===== src/rtl/prime_pkg.sv =====
// Shared types and constants for the prime stream sequencer.
package prime_pkg;

    typedef enum logic [2:0] {
        IDLE,
        FIRE,
        WAIT_DROP,
        WAIT_RDY,
        DRAIN,
        ERR
    } state_t;

    localparam logic [1:0] ERR_NONE = 2'd0;
    localparam logic [1:0] ERR_GEN  = 2'd1;
    localparam logic [1:0] ERR_OVF  = 2'd2;

endpackage


===== src/rtl/stream_fifo.sv =====
// Registered circular FIFO (no fall-through) used as the output stream buffer.
module stream_fifo #(
    parameter int WIDTH = 17,
    parameter int DEPTH = 4
) (
    input  logic             clk,
    input  logic             rst,
    input  logic             push,
    input  logic [WIDTH-1:0] push_data,
    input  logic             pop,
    output logic [WIDTH-1:0] pop_data,
    output logic             full,
    output logic             empty,
    output logic             has_free
);

    localparam int AW = (DEPTH > 1) ? $clog2(DEPTH) : 1;

    logic [WIDTH-1:0] mem [DEPTH];
    logic [AW-1:0]    wr_ptr;
    logic [AW-1:0]    rd_ptr;
    logic [AW:0]      used;
    logic             do_push;
    logic             do_pop;

    assign full     = (used == (AW+1)'(DEPTH));
    assign empty    = (used == '0);
    assign has_free = !full;
    assign do_push  = push && !full;
    assign do_pop   = pop && !empty;
    assign pop_data = mem[rd_ptr];

    // Storage carries no reset; only the pointers and occupancy define validity.
    always_ff @(posedge clk) begin
        if (do_push) begin
            mem[wr_ptr] <= push_data;
        end
    end

    always_ff @(posedge clk) begin
        if (rst) begin
            wr_ptr <= '0;
            rd_ptr <= '0;
            used   <= '0;
        end else begin
            if (do_push) begin
                wr_ptr <= wr_ptr + 1'b1;
            end
            if (do_pop) begin
                rd_ptr <= rd_ptr + 1'b1;
            end
            case ({do_push, do_pop})
                2'b10:   used <= used + 1'b1;
                2'b01:   used <= used - 1'b1;
                default: used <= used;
            endcase
        end
    end

endmodule


===== src/rtl/prime_stream.sv =====
// Drives the external prime generator one request at a time and buffers each
// validated prime into a back-pressured valid/ready stream.
module prime_stream
    import prime_pkg::*;
#(
    parameter int WIDTH = 16,
    parameter int DEPTH = 4,
    parameter int CW    = 16
) (
    input  logic             clk,
    input  logic             rst,
    input  logic             start,
    input  logic [CW-1:0]    count,
    output logic             busy,
    output logic             done,
    output logic [1:0]       err_code,
    output logic             gen_go,
    input  logic             gen_ready,
    input  logic             gen_error,
    input  logic [WIDTH-1:0] gen_res,
    output logic             m_valid,
    input  logic             m_ready,
    output logic [WIDTH-1:0] m_data,
    output logic             m_last
);

    state_t           state;
    logic [CW-1:0]    remaining;
    logic [WIDTH-1:0] last_prime;

    logic             fifo_push;
    logic [WIDTH:0]   fifo_push_data;
    logic             fifo_pop;
    logic [WIDTH:0]   fifo_pop_data;
    logic             fifo_full;
    logic             fifo_empty;
    logic             fifo_has_free;
    logic             final_pop;

    // A result is only accepted when it is error-free and strictly increasing.
    always_comb begin
        fifo_push      = 1'b0;
        fifo_push_data = {remaining == CW'(1), gen_res};
        if (state == WAIT_RDY && gen_ready && !gen_error && gen_res > last_prime && !fifo_full) begin
            fifo_push = 1'b1;
        end
    end

    assign m_valid   = !fifo_empty;
    assign fifo_pop  = m_valid && m_ready;
    assign final_pop = fifo_pop && fifo_pop_data[WIDTH];
    assign m_data    = m_valid ? fifo_pop_data[WIDTH-1:0] : '0;
    assign m_last    = m_valid && fifo_pop_data[WIDTH];

    stream_fifo #(
        .WIDTH (WIDTH + 1),
        .DEPTH (DEPTH)
    ) u_fifo (
        .clk       (clk),
        .rst       (rst),
        .push      (fifo_push),
        .push_data (fifo_push_data),
        .pop       (fifo_pop),
        .pop_data  (fifo_pop_data),
        .full      (fifo_full),
        .empty     (fifo_empty),
        .has_free  (fifo_has_free)
    );

    // gen_go defaults low every cycle so each request is a single-cycle pulse,
    // and WAIT_DROP keeps a still-high ready from being mistaken for a result.
    always_ff @(posedge clk) begin
        if (rst) begin
            state      <= IDLE;
            remaining  <= '0;
            last_prime <= WIDTH'(1);
            busy       <= 1'b0;
            done       <= 1'b0;
            err_code   <= ERR_NONE;
            gen_go     <= 1'b0;
        end else begin
            gen_go <= 1'b0;
            case (state)
                IDLE: begin
                    if (start) begin
                        if (count == '0) begin
                            done  <= 1'b1;
                            state <= DRAIN;
                        end else begin
                            done      <= 1'b0;
                            busy      <= 1'b1;
                            remaining <= count;
                            state     <= FIRE;
                        end
                    end
                end
                FIRE: begin
                    if (fifo_has_free && gen_ready) begin
                        gen_go <= 1'b1;
                        state  <= WAIT_DROP;
                    end
                end
                WAIT_DROP: begin
                    if (!gen_ready) begin
                        state <= WAIT_RDY;
                    end
                end
                WAIT_RDY: begin
                    if (gen_ready) begin
                        if (gen_error) begin
                            err_code <= ERR_GEN;
                            busy     <= 1'b0;
                            state    <= ERR;
                        end else if (gen_res <= last_prime) begin
                            err_code <= ERR_OVF;
                            busy     <= 1'b0;
                            state    <= ERR;
                        end else begin
                            last_prime <= gen_res;
                            remaining  <= remaining - 1'b1;
                            state      <= (remaining == CW'(1)) ? DRAIN : FIRE;
                        end
                    end
                end
                DRAIN: begin
                    if (fifo_empty || final_pop) begin
                        done  <= 1'b1;
                        busy  <= 1'b0;
                        state <= IDLE;
                    end
                end
                ERR: begin
                    state <= ERR;
                end
                default: begin
                    state <= IDLE;
                end
            endcase
        end
    end

endmodule

===== config.mk =====
export PLATFORM = sky130hd
export DESIGN_NAME = prime_stream
export DESIGN_NICKNAME = d
export VERILOG_FILES = /design/src/rtl/prime_pkg.sv /design/src/rtl/stream_fifo.sv /design/src/rtl/prime_stream.sv
export SDC_FILE = /design/constraint.sdc
export NUM_CORES = 1
export LEC_CHECK = 0
export CAP_MARGIN = 20
export CORE_ASPECT_RATIO = 1.2
export CORE_MARGIN = 4
export CORE_UTILIZATION = 30
export CTS_CLUSTER_DIAMETER = 150
export DETAILED_ROUTE_END_ITERATION = 6
export PLACE_DENSITY = 0.49
export REMOVE_ABC_BUFFERS = 1
export SETUP_SLACK_MARGIN = 0.05
export SYNTH_ARGS = -nofsm -noshare
export SYNTH_HDL_FRONTEND = slang
export SYNTH_HIERARCHICAL = 1
export SYNTH_SLANG_ARGS = --single-unit

===== constraint.sdc =====
create_clock -name clk -period 6.1 [get_ports clk]
set_clock_uncertainty 0.2 [all_clocks]
set_input_delay 1.22 -clock clk [delete_from_list [all_inputs] [get_ports clk]]
set_output_delay 1.22 -clock clk [all_outputs]
set_load 0.02 [all_outputs]

==> flow_summary.json <==
{
  "antenna_cells": 0,
  "busiest_layer": "met2",
  "cts_root_buf": "clkbuf_16",
  "fillerInstances": 1902,
  "drtIter0Drc": 228,
  "die_area_um2": 22140,
  "cts.repair.resized": 0,
  "hold_class": "flop to flop",
  "crit_required_ns": 6.24,
  "tns_ns": 0,
  "final_cells": 860,
  "cap_violations": 0,
  "ir_drop_mv": 0.1848,
  "initial_core_util": 0.3040,
  "post-route-min-period_ns": 4.648,
  "slowest_delay_ns": 0.51,
  "drt_pass1_iterations": 5,
  "synthCells": 529,
  "slew_viol_final": 0,
  "min_from": "last_prime[7]$_SDFFE_PP0P_",
  "yosys_warnings": 6,
  "switching_power_w": 0.0005154,
  "antenna_found_initial": 0,
  "drc": 0,
  "synth-xor-area-share": 0.004421,
  "die_w_um": 136.5,
  "htreeDepth": 4,
  "vias": 4148,
  "cts_buffer_depth": 2,
  "muxShareOfSynthArea": 0.09747,
  "status": "finished, final reports clean",
  "grtUsageMet3": 0.03315,
  "ys_ff_latch": 117,
  "crit_cells": 17,
  "timing.final.hold_violations": 0,
  "avgSynthCellArea_um2": 11.23,
  "placedInstanceArea_um2": 6761,
  "io_pins": 61,
  "p_per_area_nw_per_um2": 280.6,
  "synthSimpleGateAreaFrac": 0.1823,
  "cts_made_buffers": 17,
  "fp.dieH_um": 162.2,
  "path_buf_inv": 4,
  "ant_nets": 0,
  "synth_flop_cell": "edfxtp_1",
  "crit_path_max_fanout": 6,
  "cts_num_sinks": 117,
  "rr_endpoint": "u_fifo/used[2]$_SDFFE_PP0P_",
  "core-area_um2": 19550,
  "combPwrFrac": 0.103,
  "drive_gt1_frac": 0.1235,
  "switching_share": 0.2501,
  "clk_pin_slew_ns": 0.06,
  "netlist_area_um2": 5943,
  "leakagePower_nw": 2.430,
  "area_growth_pct": 23.56,
  "synth_compound_area_frac": 0.1055,
  "startpoint_type": "input pin",
  "min_path_cells": 2,
  "critical-path-top-delay-family": "simple AND/OR/NAND/NOR gates",
  "ys_types": 60,
  "finalSetupViolations": 0,
  "grt_max_degree": 74,
  "total_power_w": 0.002061,
  "gp_congestion": 0.7863,
  "synth_top_family_by_area": "simple AND/OR/NAND/NOR gates",
  "critPathArrivalTime_ns": 4.78,
  "grt_pass1_vias": 4251,
  "wl_per_cell_um": 15.50,
  "grt-ovfl-total": 0,
  "hold_end": "last_prime[7]$_SDFFE_PP0P_",
  "synthAdderAreaFrac": 0.05179,
  "crit_type": "input pin to flop",
  "slew_headroom": 0.3313,
  "power.share.sequential": 0.425,
  "worstSkewPairLatency_ns": 0.41,
  "period_share": 0.7620,
  "gr-usage-met2": 0.2126,
  "rsz0062_at_grt": "no",
  "synth_edf_count": 68,
  "track_usage": 0.1281,
  "rrSetupSlack_ns": 2.47,
  "ys_seq_area_frac": 0.5086,
  "dpl.hpwl_um": 8978,
  "p_int_w": 0.001545,
  "crit_chain": "clkdlybuf4s50_1 -> ha_1 -> a21oi_1 -> o21ai_0 -> nor4_2 -> nand3_2 -> nor4b_4 -> nor2b_1 -> inv_1 -> nor2_1 -> inv_1 -> ha_1 -> inv_1 -> fa_1 -> xor2_1 -> or3_1 -> a21oi_1",
  "postCtsSetupRepairBufs": 0,
  "numPortBuffers": 60,
  "worstMarginPinSlew_ns": 1.003,
  "totalWireLength_um": 13330,
  "final_nets": 648,
  "cpMostUsedCell": "inv_1",
  "dp_cells": 828,
  "r2r_cells": 17,
  "hold_buffers": 0,
  "r2r-start": "last_prime[13]$_SDFFE_PP0P_",
  "pwr-share-clk": 0.472,
  "via_per_inst": 4.823,
  "rows": 56,
  "async_reset_ff_frac": 0,
  "grt_first_pass_wirelength_um": 22020,
  "cts_tree": "done",
  "crit_slowest_cell": "clkdlybuf4s50_1",
  "fin_area_um2": 7343,
  "max_freq_mhz": 215.1,
  "end_kind": "flop",
  "use_met1": 0.1616
}
[worst min-delay path, delay by kind of cell, from the launching register on]
family | cells | cell delay [ns]
and+or+nand+nor | 1 | 0.06
muxes | 1 | 0.05
DFF | 1 | 0.31
[metal layers]
layer / part of all wire / vias up / routed length (um)
met1: 0.45 / 1989 / 6044
met5: 0 / - / 0
li1: - / 2042 / -
met3: 0.043 / 15 / 579
met2: 0.49 / 102 / 6530
met4: 0.013 / 0 / 172
[layout by cell type (no fill, tap or decap), types with 3 or more instances in the layout]
cell	count
edfxtp_1	68
clkdlybuf4s50_1	59
dfxtp_1	49
o21ai_0	42
nand2b_1	33
inv_1	30
nor2_1	30
a21oi_1	30
nand2_1	30
nor2b_1	25
ha_1	23
mux2i_1	17
clkbuf_16	17
mux4_2	16
nand3b_1	11
nor3_1	9
buf_4	9
nor4_1	8
o31ai_1	6
nand3_1	5
and2_1	5
a22o_1	4
or3_1	4
clkinvlp_4	4
nand3_2	3
nand4_1	3
o41ai_1	3
a211oi_1	3
inv_6	3
clkinv_4	3
xor2_1	3
[cells in the mapped netlist (11+ instances only)]
master    instances  area share
nor2b_1          25       0.026
dfxtp_1          49        0.17
edfxtp_1         68        0.34
clkbuf_1         16       0.010
inv_1            30       0.019
o21ai_0          42       0.035
a21oi_1          30       0.025
nand2b_1         33       0.035
nand2_1          30       0.019
nor2_1           30       0.019
mux4_2           16       0.061
mux2i_1          17       0.029
nand3b_1         11       0.014
ha_1             23       0.048
[stage by stage]
step / utilization / hold slack [ns] / worst slack, ns
after floorplan: - / 0.2435 / 1.239
after global placement: 0.3459 / 0.2583 / 1.142
after detailed placement: 0.3459 / 0.2691 / 1.028
after CTS: 0.3756 / 0.2770 / 1.469
after global routing: 0.3756 / 0.2888 / 1.186
final: 0.3756 / 0.2727 / 1.452
[state kept, by name (all words and copies together), names as in the netlist, named ones only]
name / flops
u_fifo/used: 3
state: 3
u_fifo/mem: 68
busy: 1
remaining: 16
gen_go: 1
err_code: 2
last_prime: 16
done: 1
u_fifo/wr_ptr: 2
u_fifo/rd_ptr: 2
[power by group through the flow]
stage	combinational [W]	sequential (W)	clock, W
after global routing	0.000238	0.000879	0.00104
after floorplan	0.000125	0.000888	0
final	0.000212	0.000875	0.000973
after CTS	0.000214	0.000875	0.00100
after detailed placement	0.000214	0.000891	0
after global placement	0.000207	0.000891	0
[layout make-up]
type                    instances  area (um2)  share of cell area
clock inverters                14       152.6             0.02079
clock buffers                  18       429.2             0.05844
multi-input cells             349        2629              0.3580
flip-flops and latches        117        3023              0.4117
inverters                      32       120.1             0.01636
repair buffers                 69       663.1             0.09031
well taps                     261       326.6             0.04447
[worst max path at each step]
stage / startpoint / endpoint / slack (ns)
2_1_floorplan: gen_res[14] / u_fifo/used[2]$_SDFFE_PP0P_ / 1.24
3_3_place_gp: gen_res[8] / u_fifo/used[2]$_SDFFE_PP0P_ / 1.14
3_5_place_dp: gen_res[13] / u_fifo/used[2]$_SDFFE_PP0P_ / 1.03
4_1_cts: gen_res[13] / u_fifo/used[2]$_SDFFE_PP0P_ / 1.47
5_1_grt: gen_res[11] / u_fifo/used[2]$_SDFFE_PP0P_ / 1.19
6_report: gen_res[13] / u_fifo/used[2]$_SDFFE_PP0P_ / 1.45
[cells by family after synthesis]
| group | count (synthesis) |
|---|---|
| flops | 117 |
| fa+ha+maj | 24 |
| xor+xnor | 3 |
| mux | 36 |
| compound gates | 103 |
| buf+inv | 63 |
| simple gates | 183 |
No activity file was read; power rests on OpenSTA's default activity.
